===== src/rtl/cpu_pkg.sv =====
// Shared CPU constants and call/return stack operation decode.
// Reused by the PC, controller and return-address stack.
package cpu_pkg;

    localparam int unsigned ADDR_W    = 12;
    localparam int unsigned RAS_DEPTH = 8;

    typedef enum logic [1:0] {
        OP_IDLE    = 2'b00,
        OP_POP     = 2'b01,
        OP_PUSH    = 2'b10,
        OP_REPLACE = 2'b11
    } stack_op_e;

    function automatic stack_op_e decodeOp(input logic push, input logic pop);
        return stack_op_e'({push, pop});
    endfunction

endpackage


===== src/rtl/stack_mem.sv =====
// DEPTH x AW register file: one synchronous write port, one asynchronous read port.
// All entries clear to zero on reset.
module stack_mem #(
    parameter int unsigned DEPTH = cpu_pkg::RAS_DEPTH,
    parameter int unsigned AW    = cpu_pkg::ADDR_W,
    localparam int unsigned IW   = $clog2(DEPTH)
) (
    input  logic          clock,
    input  logic          reset,
    input  logic          writeEnable,
    input  logic [IW-1:0] writeIndex,
    input  logic [AW-1:0] writeData,
    input  logic [IW-1:0] readIndex,
    output logic [AW-1:0] readData
);

    logic [AW-1:0] mem [DEPTH];

    always_ff @(posedge clock) begin
        if (reset) begin
            for (int unsigned i = 0; i < DEPTH; i++) begin
                mem[i] <= '0;
            end
        end else if (writeEnable) begin
            mem[writeIndex] <= writeData;
        end
    end

    assign readData = mem[readIndex];

endmodule


===== src/rtl/call_stack.sv =====
// Return-address stack: pointer/occupancy logic, sticky error flags and top decode.
// The top entry is combinational from state so a return completes in one cycle.
module call_stack
    import cpu_pkg::*;
#(
    parameter int unsigned DEPTH = RAS_DEPTH,
    parameter int unsigned AW    = ADDR_W,
    localparam int unsigned IW   = $clog2(DEPTH),
    localparam int unsigned PW   = IW + 1
) (
    input  logic          clock,
    input  logic          reset,
    input  logic          push,
    input  logic          pop,
    input  logic [AW-1:0] pushAddress,
    input  logic          clearErrors,
    output logic [AW-1:0] topAddress,
    output logic          empty,
    output logic          full,
    output logic [PW-1:0] depthCount,
    output logic          overflow,
    output logic          underflow
);

    logic [PW-1:0] sp;
    logic [PW-1:0] spNext;
    logic [PW-1:0] spDec;
    logic          isEmpty;
    logic          isFull;
    logic          writeEnable;
    logic [IW-1:0] writeIndex;
    logic          overflowEvent;
    logic          underflowEvent;
    logic [AW-1:0] readData;

    assign spDec   = sp - PW'(1);
    assign isEmpty = (sp == '0);
    assign isFull  = (sp == PW'(DEPTH));

    always_comb begin
        spNext         = sp;
        writeEnable    = 1'b0;
        writeIndex     = sp[IW-1:0];
        overflowEvent  = 1'b0;
        underflowEvent = 1'b0;
        unique case (decodeOp(push, pop))
            OP_PUSH: begin
                if (isFull) begin
                    overflowEvent = 1'b1;
                end else begin
                    writeEnable = 1'b1;
                    spNext      = sp + PW'(1);
                end
            end
            OP_POP: begin
                if (isEmpty) begin
                    underflowEvent = 1'b1;
                end else begin
                    spNext = spDec;
                end
            end
            // Simultaneous call/return replaces the top; on an empty stack it degrades to a push.
            OP_REPLACE: begin
                writeEnable = 1'b1;
                if (isEmpty) begin
                    writeIndex     = '0;
                    spNext         = PW'(1);
                    underflowEvent = 1'b1;
                end else begin
                    writeIndex = spDec[IW-1:0];
                end
            end
            default: ;
        endcase
    end

    always_ff @(posedge clock) begin
        if (reset) begin
            sp        <= '0;
            overflow  <= 1'b0;
            underflow <= 1'b0;
        end else begin
            sp        <= spNext;
            overflow  <= overflowEvent  | (overflow  & ~clearErrors);
            underflow <= underflowEvent | (underflow & ~clearErrors);
        end
    end

    stack_mem #(
        .DEPTH (DEPTH),
        .AW    (AW)
    ) u_stack_mem (
        .clock       (clock),
        .reset       (reset),
        .writeEnable (writeEnable),
        .writeIndex  (writeIndex),
        .writeData   (pushAddress),
        .readIndex   (spDec[IW-1:0]),
        .readData    (readData)
    );

    assign topAddress = isEmpty ? '0 : readData;
    assign empty      = isEmpty;
    assign full       = isFull;
    assign depthCount = sp;

endmodule


===== config.mk =====
export PLATFORM = sky130hd
export DESIGN_NAME = call_stack
export DESIGN_NICKNAME = d
export VERILOG_FILES = /design/src/rtl/cpu_pkg.sv /design/src/rtl/stack_mem.sv /design/src/rtl/call_stack.sv
export SDC_FILE = /design/constraint.sdc
export NUM_CORES = 1
export LEC_CHECK = 0
export CAP_MARGIN = 20
export CORE_AREA = 2 2 173 90
export DETAILED_ROUTE_END_ITERATION = 7
export DIE_AREA = 0 0 175 92
export PLACE_DENSITY = 0.55
export SYNTH_ARGS = -nofsm -noshare
export SYNTH_HDL_FRONTEND = slang
export SYNTH_HIERARCHICAL = 1
export SYNTH_SLANG_ARGS = --single-unit

===== constraint.sdc =====
create_clock -name clock -period 3.6 [get_ports clock]
set_clock_uncertainty 0.05 [all_clocks]
set_input_delay 0.9 -clock clock [delete_from_list [all_inputs] [get_ports clock]]
set_output_delay 0.9 -clock clock [all_outputs]
set_load 0.005 [all_outputs]

# ---- After elaboration in Yosys (flattened, before gate mapping)
# Memory sizes are Yosys's and may differ from the RTL's.
# Cells that the tools add are included.
dict set report totals {
  input_bits 17
  mem_bits_rw 96
  reg_bits 6
  out_inout_bits 20
  word_cells 44
  n_memories 1
}
# memory depth width rd rd_ports_with_merged_regs write_ports line
set mem_list {}
lappend mem_list {u_stack_mem.mem 8 12 1 0 8 stack_mem.sv:17} ;# logic [AW-1:0] mem [DEPTH];
dict set report op_classes {
  addsub 2
  mux 21
  eq_ne 7
  bitwise_logic 5
  reduce_logical 5
}
# op n
set ops {}
lappend ops {{$mux W12} 2}
lappend ops {{$mux W4} 3}
lappend ops {{$pmux W4 S3} 1}
lappend ops {{$reduce_or A12 Y1} 1}
lappend ops {{$mux W1} 11}
lappend ops {{$mux W3} 3}
lappend ops {{$ne A2 B2 Y1 const B} 3}
lappend ops {{$add A4 B1 Y4 const B} 1}
lappend ops {{$eq A2 B2 Y1 const B} 2}
lappend ops {{$eq A4 B4 Y1 const B} 1}
lappend ops {{$logic_not A4 Y1} 1}
lappend ops {{$reduce_and A4 Y1} 1}
lappend ops {{$sub A4 B1 Y4 const B} 1}
lappend ops {{$reduce_bool A3 Y1} 1}
lappend ops {{$and A1 B1 Y1} 2}
lappend ops {{$eq A2 B1 Y1 const B} 1}
lappend ops {{$or A1 B1 Y1} 2}
lappend ops {{$pmux W1 S2} 1}
lappend ops {{$reduce_or A2 Y1} 1}
lappend ops {{$not A1 Y1} 1}

# ---- Longest topological paths before layout
dict set report depth {
  ltp_word 8
  ltp_mapped 11
  ltp_nobuf 8
}

# ---- Hierarchy
# Netlist, hierarchy kept.
# module cells_per_inst area_per_inst_um2 seq_area_each_um2 n_inst
set modules_own_cells {}
lappend modules_own_cells {stack_mem 283 4401.7 2882.8 1}
lappend modules_own_cells {call_stack 81 634.4 120.1 1}

# ---- Worst setup path before layout
# No wires, ideal clock.
dict set report synth_timing {
  path_type {reg-to-reg}
  from {register sp[0], in the netlist depthCount[0]}
  to {memory u_stack_mem/mem[2][0] in the netlist's numbering (enable)}
  path_stages_with_launch 12
  period_less_slack_ns 3.192
  slack_ns 0.408
  arrival_time_ns 2.758
  setup_ns 0.383
  n_path_buf 4
  t_required_ns 3.167
  cell_sequence {dfxtp_1 clkbuf_1 inv_1 ha_1 nor2b_4 nor2b_4 buf_4 o31ai_1 nand2b_1 clkbuf_1 clkbuf_1 o21bai_1}
}
# element line
set synth_rtl {}
lappend synth_rtl {{start: declaration} call_stack.sv:25} ;# logic [PW-1:0] sp;
lappend synth_rtl {{start signal: assignment} call_stack.sv:83} ;# sp <= spNext;
lappend synth_rtl {{end: declaration} stack_mem.sv:17}

# ---- Final worst setup path
dict set report layout_timing {
  from {register sp[1], in the netlist depthCount[1]}
  to {output port topAddress[3]}
}
dict set report layout_between {
  elab_chain_cells 3
  word_cells_on_any_way 4
  classes_between {add/sub: 1; mux: 1; reduce/logical: 1; memory: 1}
}
# element line
set layout_lines {}
lappend layout_lines {{$sub A4 B1 Y4} call_stack.sv:36} ;# assign spDec = sp - PW'(1);
lappend layout_lines {{net spDec[2]} call_stack.sv:27} ;# logic [PW-1:0] spDec;
lappend layout_lines {{$mem_v2 Z8 W12} -}
lappend layout_lines {{net readData[3]} call_stack.sv:34} ;# logic [AW-1:0] readData;
lappend layout_lines {{$mux W12} call_stack.sv:102} ;# assign topAddress = isEmpty ? '0 : readData;
lappend layout_lines {{end: declaration} call_stack.sv:17} ;# output logic [AW-1:0] topAddress,
# The timed path passes the listed nets, and every way through them passes these cells.

==> impl_metrics.ini <==
[run_status]
status = completed

[floorplanning]
dieArea_sq_um = 16100
start_util_pct = 33.90
io_pins = 37
rows = 32
die_x_microns = 175
fp.dieH_microns = 92
fp.coreArea_sq_um = 14850

[power]
p_leak_nw = 2.213
ir_drop_v = 0.0002074
p_per_area_nw_per_um2 = 648.3
p_total_mw = 3.983

[detailed_routing]
wl_microns = 12940
wl_per_cell_microns = 20.64
antenna_left = 0
drt-initial-drc-count = 343
drc = 0
detail_route.first_pass.iterations = 4
vias_per_cell = 5.246
vias = 3289

[worst_setup_path]
r2r_end = u_stack_mem/mem[0][10]$_SDFFCE_PN0P_
slowest_delay_ns = 0.44
crit_path_cell_trace = inv_1, ha_4, xor2_4, buf_12, mux4_2, mux2_2, nor2b_1, clkdlybuf4s50_1
crit_path_max_fanout = 13
slowest_stage = clkdlybuf4s50_1
critPathCaptureType = output port
reg2reg_depth = 11
arrival_ns = 2.58
worstPathRequired_ns = 2.65
r2r_setup_slack_ns = 0.52
cp-start-kind = flip-flop
crit_path_end = topAddress[3]
crit_start = depthCount[1]$_SDFFE_PP0P_
critPathKind = reg -> out
r2r_start = depthCount[0]$_SDFFE_PP0P_

[logic_synthesis]
syn_inst = 364
syn_area_sq_um = 5036
synth_mux_area_share_pct = 15.48
synth.distinct_cells = 44
synthSimpleGateAreaFrac_pct = 14.58
synth_top_family_by_area = multiplexers
syn_nets = 384
yosysSeqAreaShare_pct = 59.63
yosys_register_bits = 102
syn_area_per_cell_sq_um = 13.84
synth_compound_area_share_pct = 4.075
synthTopCellsByArea = edfxtp_1, mux4_1, nor3_1
synth_edf_count = 96
synth_flop_cell = edfxtp_1
synth_xor_xnor_area_share_pct = 0.3478
synth_fa_ha_area_share_pct = 0.7453
synth_top_cell_area_share_pct = 57.24
synth_area_leader_cell = edfxtp_1
synthArstFlopShare_pct = 0
ys_warn_count = 6

[sta]
setup_viol = 0
hold_viol = 0
max_freq_ghz = 0.2833
layout_min_cycle_time_ns = 3.530
slew_violations = 0
rsz0062_at_grt = yes
worst_pin_slew_ns = 0.4364
relSlewSlack_pct = 70.66
fin_crit_sh_pct = 98.05

[finish]
num_antenna_cells = 0
fin_cells = 627
final_nets = 438
regArea_sq_um = 3003
multi_input_area_sq_um = 1787
syn2layout_area_growth_pct = 21.99
drive_gt1_share_pct = 20.57
nFillCells = 1393
final_util_pct = 41.36

[hold_path]
hold_path.class = reg -> reg
hold_path_startpoint = overflow$_SDFF_PP0_

[grt]
grt.met1_usage_pct = 27.38
use_met3_pct = 4.270
grt_antenna_before_repair = 0
grt_pass1_vias = 3163
grt_start_max_net_pins = 33
grtUsageTotal_pct = 16.98
use_met2_pct = 22.46
grt_pass1_wl_microns = 19920
gr-total-overflow = 0
grt_busiest_layer = met1

[place]
dp_cells = 607
gp_congestion = 0.7803
place_hpwl_microns = 8765
port-buffer-count = 36

[clocking]
cts_made_buffers = 9
cts-root-buf = clkbuf_16
clk_path_buf_depth = 2
htree_num_levels = 3
hold_buffers = 0
clock_sinks = 102
clkLatencyLatePin_ns = 0.34
cts_tree = built
clk_pin_slew_ns = 0.06

[job]
drv_cap = 0
[layer usage]
metal  vias up  part of all wire (%)
met3         7                   6.0
met2       103                    40
li1       1510                     -
met5         -                     0
met1      1669                    53
met4         0                  0.52
[worst min path at each step]
stage / end / slack (ns) / cells after the start
CTS: overflow$_SDFF_PP0_ / 0.46 / 2
detailed placement: overflow$_SDFF_PP0_ / 0.44 / 2
finish: overflow$_SDFF_PP0_ / 0.46 / 2
global route: overflow$_SDFF_PP0_ / 0.55 / 2
global placement: overflow$_SDFF_PP0_ / 0.45 / 2
floorplan: overflow$_SDFF_PP0_ / 0.43 / 2
[worst max-delay path: cells and delay by family, from the launching register on]
kind,cells,cell delay [ns]
adders and majority gates,1,0.19
DFF,1,0.31
xor gates and xnor gates,1,0.21
and+or+nand+nor,1,0.12
muxes,2,0.66
buffers and inverters,3,0.73
[state kept, by name, summed over array words and instances, names as in the netlist]
name             count
overflow             1
underflow            1
depthCount           4
u_stack_mem/mem     96
[stage by stage]
stage / setup TNS, ns / setup slack, ns / hold WS, ns / area [sq um]
floorplan: 0 / 0.4084 / 0.4264 / 5036
global placement: 0 / 0.3135 / 0.4472 / 5762
detailed placement: 0 / 0.2411 / 0.4389 / 5762
CTS: 0 / 0.01436 / 0.4584 / 6115
global route: -0.02987 / -0.01089 / 0.5451 / 6143
finish: 0 / 0.07027 / 0.4565 / 6143
[report_power, final]
group	internal [mW]	total (mW)	switching (mW)	leakage, nW
Sequential	1.41	1.45	0.0456	1.04
Combinational	0.807	1.59	0.783	1.03
Clock	0.536	0.940	0.405	0.139
Total	2.75	3.98	1.23	2.21
[cell usage in the layout (no fill, tap or decap), types with 2 or more instances in the layout]
cell type         n
a21oi_1           4
a22oi_1           2
a311oi_1          2
buf_12            3
buf_4            37
clkbuf_1          2
clkbuf_16         9
clkdlybuf4s50_1  31
clkinv_1         12
clkinv_2          3
dfxtp_1           6
dlymetal6s2s_1    5
edfxtp_1         96
ha_1              2
inv_1             4
mux2_2           12
mux4_1           16
mux4_2            8
nand2_1           6
nand2b_1          4
nor2_1            8
nor2b_1          13
nor2b_4           2
nor3_1           98
o21bai_1          9
o31ai_1           2
or2_2             2
[logic make-up (layout without fill, tap and decap cells)]
group,count (synthesis),count (layout)
compound gates,28,28
buf+inv,52,111
mux,38,38
xor+xnor,2,2
flops,102,102
fa+ha+maj,3,3
simple gates,139,139
[final cells by class]
class	count	area share [%]
Inverter	17	1.039
Clock inverter	5	0.8554
Multi-Input combinational cell	210	29.08
Timing Repair Buffer	78	12.20
Clock buffer	11	3.788
Sequential cell	102	48.88
Tap cell	204	4.155
[synth_stat cells, drive strengths merged, types with 2 or more instances]
cell and instances:
nor3 98, edfxtp 96, mux4 24, clkbuf 19, buf 16, nor2b 15
mux2 13, clkinv 12, o21bai 9, nor2 8, dfxtp 6, nand2 6
inv 5, a21oi 4, nand2b 4, ha 3, a22oi 2, a311oi 2
o31ai 2, or2 2, xor2 2
[timing repair]
item,4_1_cts,5_1_grt
pin swaps,0,0
buffers inserted,1,2
endpoints found under the setup margin,13,13
gates resized for setup,8,8
cloned,1,0
(Power assumes the default switching activity.)
